`config.mk`:
```
export PLATFORM = sky130hd
export DESIGN_NAME = digit_serial_addsub
export DESIGN_NICKNAME = d
export VERILOG_FILES = /design/src/rtl/digit_serial_addsub.sv
export SDC_FILE = /design/constraint.sdc
export NUM_CORES = 1
export LEC_CHECK = 0
export ABC_CLOCK_PERIOD_IN_PS = 2900
export CAP_MARGIN = 20
export CORE_ASPECT_RATIO = 0.8
export CORE_MARGIN = 2
export CORE_UTILIZATION = 46
export CTS_CLUSTER_DIAMETER = 50
export CTS_CLUSTER_SIZE = 8
export DETAILED_ROUTE_END_ITERATION = 8
export PLACE_DENSITY = 0.73
export SLEW_MARGIN = 5
export SYNTH_ARGS = -nofsm -noshare
export SYNTH_HDL_FRONTEND = slang
export SYNTH_SLANG_ARGS = --single-unit
```
`constraint.sdc`:
```
create_clock -name clk -period 2.9 [get_ports clk]
set_input_delay 0.435 -clock clk [delete_from_list [all_inputs] [get_ports clk]]
set_output_delay 0.435 -clock clk [all_outputs]
set_load 0.02 [all_outputs]
```
`src/rtl/digit_serial_addsub.sv`:
```
// ============================================================================
// Module      : digit_serial_addsub
// Description : Digit-serial N-bit adder/subtractor, K bits per clock.
//               Optional zero flag enabled by defining ADDSUB_ZERO_FLAG_EN.
// Revision    : 1.0 - initial release
// ============================================================================
`default_nettype none

module digit_serial_addsub #(
  parameter int N = 16,
  parameter int K = 4
) (
  input  logic         clk,
  input  logic         rst,
  input  logic         start,
  input  logic [N-1:0] A,
  input  logic [N-1:0] B,
  input  logic         Cin,
  input  logic         Sub,
  output logic         busy,
  output logic         done,
  output logic [N-1:0] Sum,
  output logic         Cout,
  output logic         Ovf
`ifdef ADDSUB_ZERO_FLAG_EN
  ,
  output logic         Zero
`endif
);

  localparam int ND = N / K;
  localparam int CW = (ND > 1) ? $clog2(ND) : 1;

  localparam logic [1:0] c_IDLE = 2'd0;
  localparam logic [1:0] c_RUN  = 2'd1;
  localparam logic [1:0] c_DONE = 2'd2;

  localparam logic [CW-1:0] c_LAST = CW'(ND - 1);

  logic [1:0]    r_state;
  logic [CW-1:0] r_cnt;
  logic          r_carry;
  logic [N-1:0]  r_a;
  logic [N-1:0]  r_bx;
  logic [N-1:0]  r_sum;
  logic          r_cout;
  logic          r_ovf;

  logic          w_accept;
  logic          w_last;
  logic [K-1:0]  w_adig;
  logic [K-1:0]  w_bdig;
  logic [K:0]    w_slice;
  logic          w_msb_cin;

  // Start is honoured everywhere except mid-operation, enabling back-to-back ops from DONE.
  assign w_accept = start && (r_state != c_RUN);
  assign w_last   = (r_cnt == c_LAST);

  always_comb begin
    w_adig    = r_a[r_cnt * K +: K];
    w_bdig    = r_bx[r_cnt * K +: K];
    w_slice   = {1'b0, w_adig} + {1'b0, w_bdig} + (K + 1)'(r_carry);
    // Carry into the slice MSB; on the last digit this is the carry into bit N-1.
    w_msb_cin = w_adig[K-1] ^ w_bdig[K-1] ^ w_slice[K-1];
  end

  always_ff @(posedge clk or posedge rst) begin
    if (rst) begin
      r_state <= c_IDLE;
      r_cnt   <= '0;
      r_carry <= 1'b0;
      r_a     <= '0;
      r_bx    <= '0;
      r_sum   <= '0;
      r_cout  <= 1'b0;
      r_ovf   <= 1'b0;
    end else if (w_accept) begin
      r_a     <= A;
      r_bx    <= B ^ {N{Sub}};
      r_carry <= Cin ^ Sub;
      r_cnt   <= '0;
      r_sum   <= '0;
      r_cout  <= 1'b0;
      r_ovf   <= 1'b0;
      r_state <= c_RUN;
    end else begin
      case (r_state)
        c_RUN: begin
          r_sum[r_cnt * K +: K] <= w_slice[K-1:0];
          r_carry               <= w_slice[K];
          if (w_last) begin
            r_cnt   <= '0;
            r_cout  <= w_slice[K];
            r_ovf   <= w_msb_cin ^ w_slice[K];
            r_state <= c_DONE;
          end else begin
            r_cnt <= r_cnt + 1'b1;
          end
        end
        c_DONE:  r_state <= c_IDLE;
        default: r_state <= c_IDLE;
      endcase
    end
  end

`ifdef ADDSUB_ZERO_FLAG_EN
  logic r_nz;
  logic r_zero;

  // Running OR of written digits avoids a full-width compare at the end.
  always_ff @(posedge clk or posedge rst) begin
    if (rst) begin
      r_nz   <= 1'b0;
      r_zero <= 1'b0;
    end else if (w_accept) begin
      r_nz   <= 1'b0;
      r_zero <= 1'b0;
    end else if (r_state == c_RUN) begin
      r_nz <= r_nz | (|w_slice[K-1:0]);
      if (w_last) begin
        r_zero <= ~(r_nz | (|w_slice[K-1:0]));
      end
    end
  end

  assign Zero = r_zero;
`endif

  assign busy = (r_state == c_RUN);
  assign done = (r_state == c_DONE);
  assign Sum  = r_sum;
  assign Cout = r_cout;
  assign Ovf  = r_ovf;

endmodule

`default_nettype wire

```
==> results of run 1 <==
## area by class of cell
| cell class | instances | area (sq um) |
|---|---|---|
| Fill cell | 450 | 2153 |
| Sequential cell | 55 | 1376 |
| Multi-Input combinational cell | 164 | 1211 |
| Timing Repair Buffer | 63 | 613.1 |
| Tap cell | 78 | 97.59 |
| Clock buffer | 7 | 76.32 |
| Inverter | 4 | 22.52 |
| Clock inverter | 1 | 5.005 |
## cell families (layout without fill, tap and decap cells)
| family | after synthesis | after routing |
|---|---|---|
| compound gates | 44 | 44 |
| xor+xnor | 20 | 20 |
| fa+ha+maj | 9 | 9 |
| buf+inv | 16 | 75 |
| flops | 55 | 55 |
| mux | 9 | 9 |
| simple gates | 82 | 82 |
## worst max-delay path: stages, from the launching register on
cell	delay, ps
dfrtp_1	440
buf_4	200
mux4_2	320
fa_1	450
fa_1	410
a21o_1	190
a21oi_1	260
nor2_1	110
mux2_4	270
## power by group
| group | switching, uW | internal, uW | leakage, uW |
|---|---|---|---|
| Sequential | 187 | 1090 | 0.000708 |
| Combinational | 1170 | 939 | 0.000806 |
| Clock | 235 | 170 | 0.0000422 |
| Total | 1590 | 2200 | 0.00156 |
## worst max path at each step
stage               endpoint  slack (ps)     start
global placement        Cout         250  r_cnt[1]
floorplan               Cout          20  r_cnt[0]
CTS                     Cout         120  r_cnt[1]
global route            Cout         0.3  r_cnt[1]
finish                  Cout         140  r_cnt[1]
detailed placement      Cout         170  r_cnt[1]
## metrics by stage
step	instance area (sq um)	setup slack, ps	cells
after floorplan	2706	24.78	235
after global placement	3321	251.9	364
after detailed placement	3321	173.2	364
after CTS	3402	122.0	372
after global routing	3402	0.2838	372
final	3402	140.2	372
## flip-flops by register name, indices dropped and copies added (netlist names)
register / count
Cout: 1
r_cnt: 2
Ovf: 1
r_a: 16
r_state: 2
r_bx: 16
Sum: 16
r_carry: 1
## metal layers
layer / routed length, microns / global-route usage / part of all wire / up-vias
li1: - / - / - / 913
met1: 2489 / 0.2426 / 0.47 / 880
met2: 2509 / 0.2837 / 0.47 / 57
met3: 298 / 0.03719 / 0.056 / 5
met4: 42 / 0.04103 / 0.0079 / 0
met5: 0 / 0 / 0 / -
## cells in the final DEF, fill, tap and decap left out, types with 2 or more instances in the layout
cell type / count
clkbuf_8: 5
o21ai_0: 16
o31ai_1: 2
nand2_1: 68
fa_1: 2
inv_1: 2
nor2_1: 4
mux4_2: 8
a21oi_1: 3
ha_1: 7
xnor2_1: 18
xor2_1: 2
and2_4: 2
buf_4: 7
clkdlybuf4s50_1: 56
a21oi_4: 3
a21o_1: 3
clkbuf_1: 2
a22o_1: 5
dfrtp_1: 55
a22o_2: 11
==> results.sh, run 1 <==
export IMPL_synth_top_family_by_area="simple AND/OR/NAND/NOR gates"
export IMPL_synth_main_ff_cell="dfrtp_1"
export IMPL_hold_buffers=0
export IMPL_drt_iter0_markers=84
export IMPL_portBuffers=56
export IMPL_antenna_cells=0
export IMPL_worst_pin_slew_ps=586.3
export IMPL_cts_resized=0
export IMPL_grt_max_degree=33
export IMPL_cts_htree_levels=2
export IMPL_area_delta_synth_final_pct=25.70
export IMPL_fin_util=0.6124
export IMPL_yosysSeqAreaShare=0.5086
export IMPL_grt_antenna_before_repair=0
export IMPL_reg2reg_to="Cout"
export IMPL_fp_dieW_microns=89.76
export IMPL_synthArstFlopShare=1.000
export IMPL_synth_compound_area_share=0.1276
export IMPL_synth_xor_xnor_area_share=0.06472
export IMPL_synth_edf_count=0
export IMPL_routed_wl_mm=5.340
export IMPL_vias=1855
export IMPL_synth_simple_gate_area_frac=0.1359
export IMPL_hold_viol_final=0
export IMPL_status="completed"
export IMPL_crit_type="flop to flop"
export IMPL_synthAdderAreaFrac=0.04716
export IMPL_synth_seq_cells=55
export IMPL_fin_nets=339
export IMPL_drv_cap=0
export IMPL_crit_path_end_kind="flop"
export IMPL_grt_usage=0.1734
export IMPL_avgSynthCellArea_sq_um=11.52
export IMPL_dp_hpwl_mm=4.055
export IMPL_worstPathRequired_ps=3090
export IMPL_synthMuxAreaShare=0.07212
export IMPL_yosys_warnings=0
export IMPL_ant_nets=0
export IMPL_rsz0062_at_grt="no"
export IMPL_startpoint_type="flop"
export IMPL_synth_area_leader_cell="dfrtp_1"
export IMPL_die_area_sq_um=6517
export IMPL_drive_gt1_frac=0.1497
export IMPL_initial_core_util=0.4872
export IMPL_crit_fanout=6
export IMPL_synth_cell_types=33
export IMPL_finalPower_uw=3793
export IMPL_slew_violations=0
export IMPL_grt_pass1_vias=1787
export IMPL_clkLatencyLatePin_ps=300
export IMPL_cts_buffers=5
export IMPL_postCtsSetupRepairBufs=0
export IMPL_arrival_ps=2950
export IMPL_post_drt_via_cell_ratio=4.987
export IMPL_hold_class="input port to asynchronous set/reset pin"
export IMPL_dieHeight_microns=72.61
export IMPL_yosys_area_top_type_share=0.5086
export IMPL_io_pin_count=57
export IMPL_drc=0
export IMPL_post_route_min_period_ps=2760
export IMPL_netlist_top_cells_area="dfrtp_1 51%, nand2_1 9.4%, mux4_2 6.7%, xnor2_1 5.8%, a22o_2 4.1%"
export IMPL_holdWs_ps=444.3
export IMPL_clock_skew_ps=5.936
export IMPL_setup_tns_ps=0
export IMPL_gp_congestion=0.7980
export IMPL_grt_pass1_wl_mm=8.956
export IMPL_avgRoutedWirePerCell_microns=14.35
export IMPL_clockBufferDepth=2
export IMPL_setup_viol=0
export IMPL_vdd_drop_max_uv=635.7
export IMPL_synth_most_common_cell="nand2_1"
export IMPL_overflow=0
export IMPL_synth_fp_nets=281
export IMPL_pwr_density_cell_nw_per_um2=1115
export IMPL_p_leak_uw=0.001556
export IMPL_root_buffer="clkbuf_8"
export IMPL_clkTransAtPathRegs_ps=90
export IMPL_synthCells=235
export IMPL_synth_common_cells="68 x nand2_1, 55 x dfrtp_1, 18 x xnor2_1"
export IMPL_syn_area_sq_um=2706
export IMPL_cts_tree="yes"
export IMPL_regToRegStartpoint="r_cnt[1]"
export IMPL_core_sq_um=5555
export IMPL_slew_headroom=0.6082
export IMPL_cts_sinks=55
export IMPL_rows=24
export IMPL_period_share=0.9517
export IMPL_reg2reg_slack_ps=140
export IMPL_ff2ff_path_depth=8
export IMPL_timing_fmax_mhz=362.3
export IMPL_firstDrtPassIters=4
Power figures use the tool's default switching activity.
==> inputs of run 2 (changes only) <==
ABC_CLOCK_PERIOD_IN_PS = 2250   (was 2900)
clock period = 2.25 ns   (was 2.9 ns; I/O delays follow)
==> run 2 against run 1 <==
Compared with the run above:
- sequential share of layout area fell by 1.9 points
- largest cell class unchanged
- worst setup slack got worse by 350 ps
- highest routed layer unchanged
- the run now ends with negative setup slack left
- maximum frequency rose by 12%
- register-to-register slack got worse by 350 ps
- combinational power rose by 58%
- clock power rose by 37%
- sequential power rose by 28%
- utilization rose by 3.0 points
- largest power group unchanged
- power rose by 46%
- via count rose by 1.1%
==> results.sh, run 2 (same netlist as run 1, synthesis figures left out) <==
export IMPL_dp_hpwl_mm=4.039
export IMPL_slew_violations=0
export IMPL_fin_ws_ps=-209.4
export IMPL_overflow=0
export IMPL_initial_core_util=0.4872
export IMPL_p_seq_frac=0.297
export IMPL_arrival_ps=2660
export IMPL_grt_usage=0.1765
export IMPL_grt_antenna_before_repair=0
export IMPL_drv_cap=0
export IMPL_rsz0062_at_grt="yes"
export IMPL_cts_sinks=55
export IMPL_fin_nets=348
export IMPL_die_area_sq_um=6517
export IMPL_post_drt_via_cell_ratio=4.921
export IMPL_fillers=458
export IMPL_io_pin_count=57
export IMPL_vias=1875
export IMPL_worstPathRequired_ps=2450
export IMPL_core_sq_um=5555
export IMPL_grt_max_degree=50
export IMPL_cts_buffers=5
export IMPL_crit_path_end_kind="flop"
export IMPL_hold_class="input port to asynchronous set/reset pin"
export IMPL_root_buffer="clkbuf_8"
export IMPL_p_clk_frac=0.100
export IMPL_grt_pass1_vias=1847
export IMPL_timing_fmax_mhz=406.6
export IMPL_hold_viol_final=0
export IMPL_ant_nets=0
export IMPL_status="complete, but fails checks"
export IMPL_drive_gt1_frac=0.2079
export IMPL_startpoint_type="flop"
export IMPL_p_leak_uw=0.001623
export IMPL_firstDrtPassIters=4
export IMPL_period_share=1.093
export IMPL_clock_skew_ps=11.15
export IMPL_place_inst=369
export IMPL_avgRoutedWirePerCell_microns=14.28
export IMPL_routed_wl_mm=5.442
export IMPL_clkLatencyLatePin_ps=310
export IMPL_setup_viol=11
export IMPL_violations="negative setup slack"
export IMPL_pwr_density_cell_nw_per_um2=1550
export IMPL_portBuffers=56
export IMPL_fin_cells=381
export IMPL_cts_htree_levels=2
export IMPL_internal_power_uw=3243
export IMPL_mostFrequentLayoutCells="68 x nand2_1, 56 x clkdlybuf4s50_1, 54 x dfrtp_1"
export IMPL_crit_type="flop to flop"
export IMPL_post_route_min_period_ps=2459
export IMPL_layout_commonest_cell="nand2_1"
export IMPL_fp_dieW_microns=89.76
export IMPL_drc=0
export IMPL_clkTransAtPathRegs_ps=100
export IMPL_swShare=0.4137
export IMPL_combPwrFrac=0.603
export IMPL_crit_fanout=2
export IMPL_gp_congestion=0.8516
export IMPL_crit_start="r_cnt[1]"
export IMPL_area_delta_synth_final_pct=31.90
export IMPL_worst_pin_slew_ps=511.7
export IMPL_dieHeight_microns=72.61
export IMPL_cts_tree="yes"
export IMPL_preCtsSetupSlack_ps=-256.1
export IMPL_slew_headroom=0.6584
export IMPL_hold_buffers=0
export IMPL_clockBufferDepth=2
export IMPL_regToRegStartpoint="r_cnt[1]"
export IMPL_rows=24
export IMPL_grt_pass1_wl_mm=9.032
export IMPL_antenna_cells=0
export IMPL_vdd_drop_max_uv=614.9
export IMPL_setup_tns_ps=-1855
export IMPL_drt_iter0_markers=85
export IMPL_p_sw_uw=2288
[run 2: cell count changes in the layout (fill, tap and decap cells not counted), sizes merged]
cell	before	now
buf	7	16
[run 2: power by group through the flow]
stage	logic (uW)	registers (uW)	clock network (uW)
after floorplan	1950	1730	0
after global placement	2910	1640	0
after detailed placement	2950	1660	0
after CTS	3220	1650	573
after global routing	3640	1700	600
final	3340	1640	553
[run 2: layer usage]
layer	vias up	GRT usage	part of all wire	wire length, microns
met3	2	0.03822	0.042	228
met4	0	0.03590	0.0035	19
met1	888	0.2440	0.48	2617
li1	932	-	-	-
met2	53	0.2955	0.47	2578
met5	-	0	0	0
[run 2: worst max-delay path, stage by stage (launching register included)]
cell and delay (ps):
dfrtp_1 390, mux4_2 540, fa_2 390, fa_2 360
a21o_1 190, a21oi_4 160, nor2_2 60, mux2_4 260
[run 2: timing repair]
item | 4_1_cts | 5_1_grt
endpoints found under the setup margin | 11 | 12
pin swaps | 15 | 6
buffers inserted | 4 | 2
resized for setup | 7 | 3
[run 2: area by class of cell]
class / count / area (sq um) / share of cell area
Clock buffer: 7 / 86.33 / 0.02419
Inverter: 4 / 22.52 / 0.006309
Timing Repair Buffer: 72 / 700.7 / 0.1963
Tap cell: 78 / 97.59 / 0.02734
Multi-Input combinational cell: 164 / 1280 / 0.3586
Sequential cell: 55 / 1378 / 0.3859
Clock inverter: 1 / 5.005 / 0.001402
[run 2: stage by stage]
| step | hold WS, ps | cell area, sq um | utilization | power, uW |
|---|---|---|---|---|
| after global routing | 425.2 | 3570 | 0.6426 | 5931 |
| after floorplan | 434.3 | 2729 | - | 3682 |
| after global placement | 457.0 | 3385 | 0.6092 | 4552 |
| final | 374.4 | 3570 | 0.6426 | 5532 |
| after CTS | 382.4 | 3547 | 0.6385 | 5434 |
| after detailed placement | 461.6 | 3385 | 0.6092 | 4615 |
[run 2: worst paths after layout]
kind	end	cells past startpoint	slack, ps
max	Cout	7	-210
min in group clk	r_a[15]	2	480
max in group asynchronous	Sum[2]	3	1250
min	r_cnt[0]	2	370
max reg2reg	Cout	7	-210
min reg2reg	r_a[15]	2	480
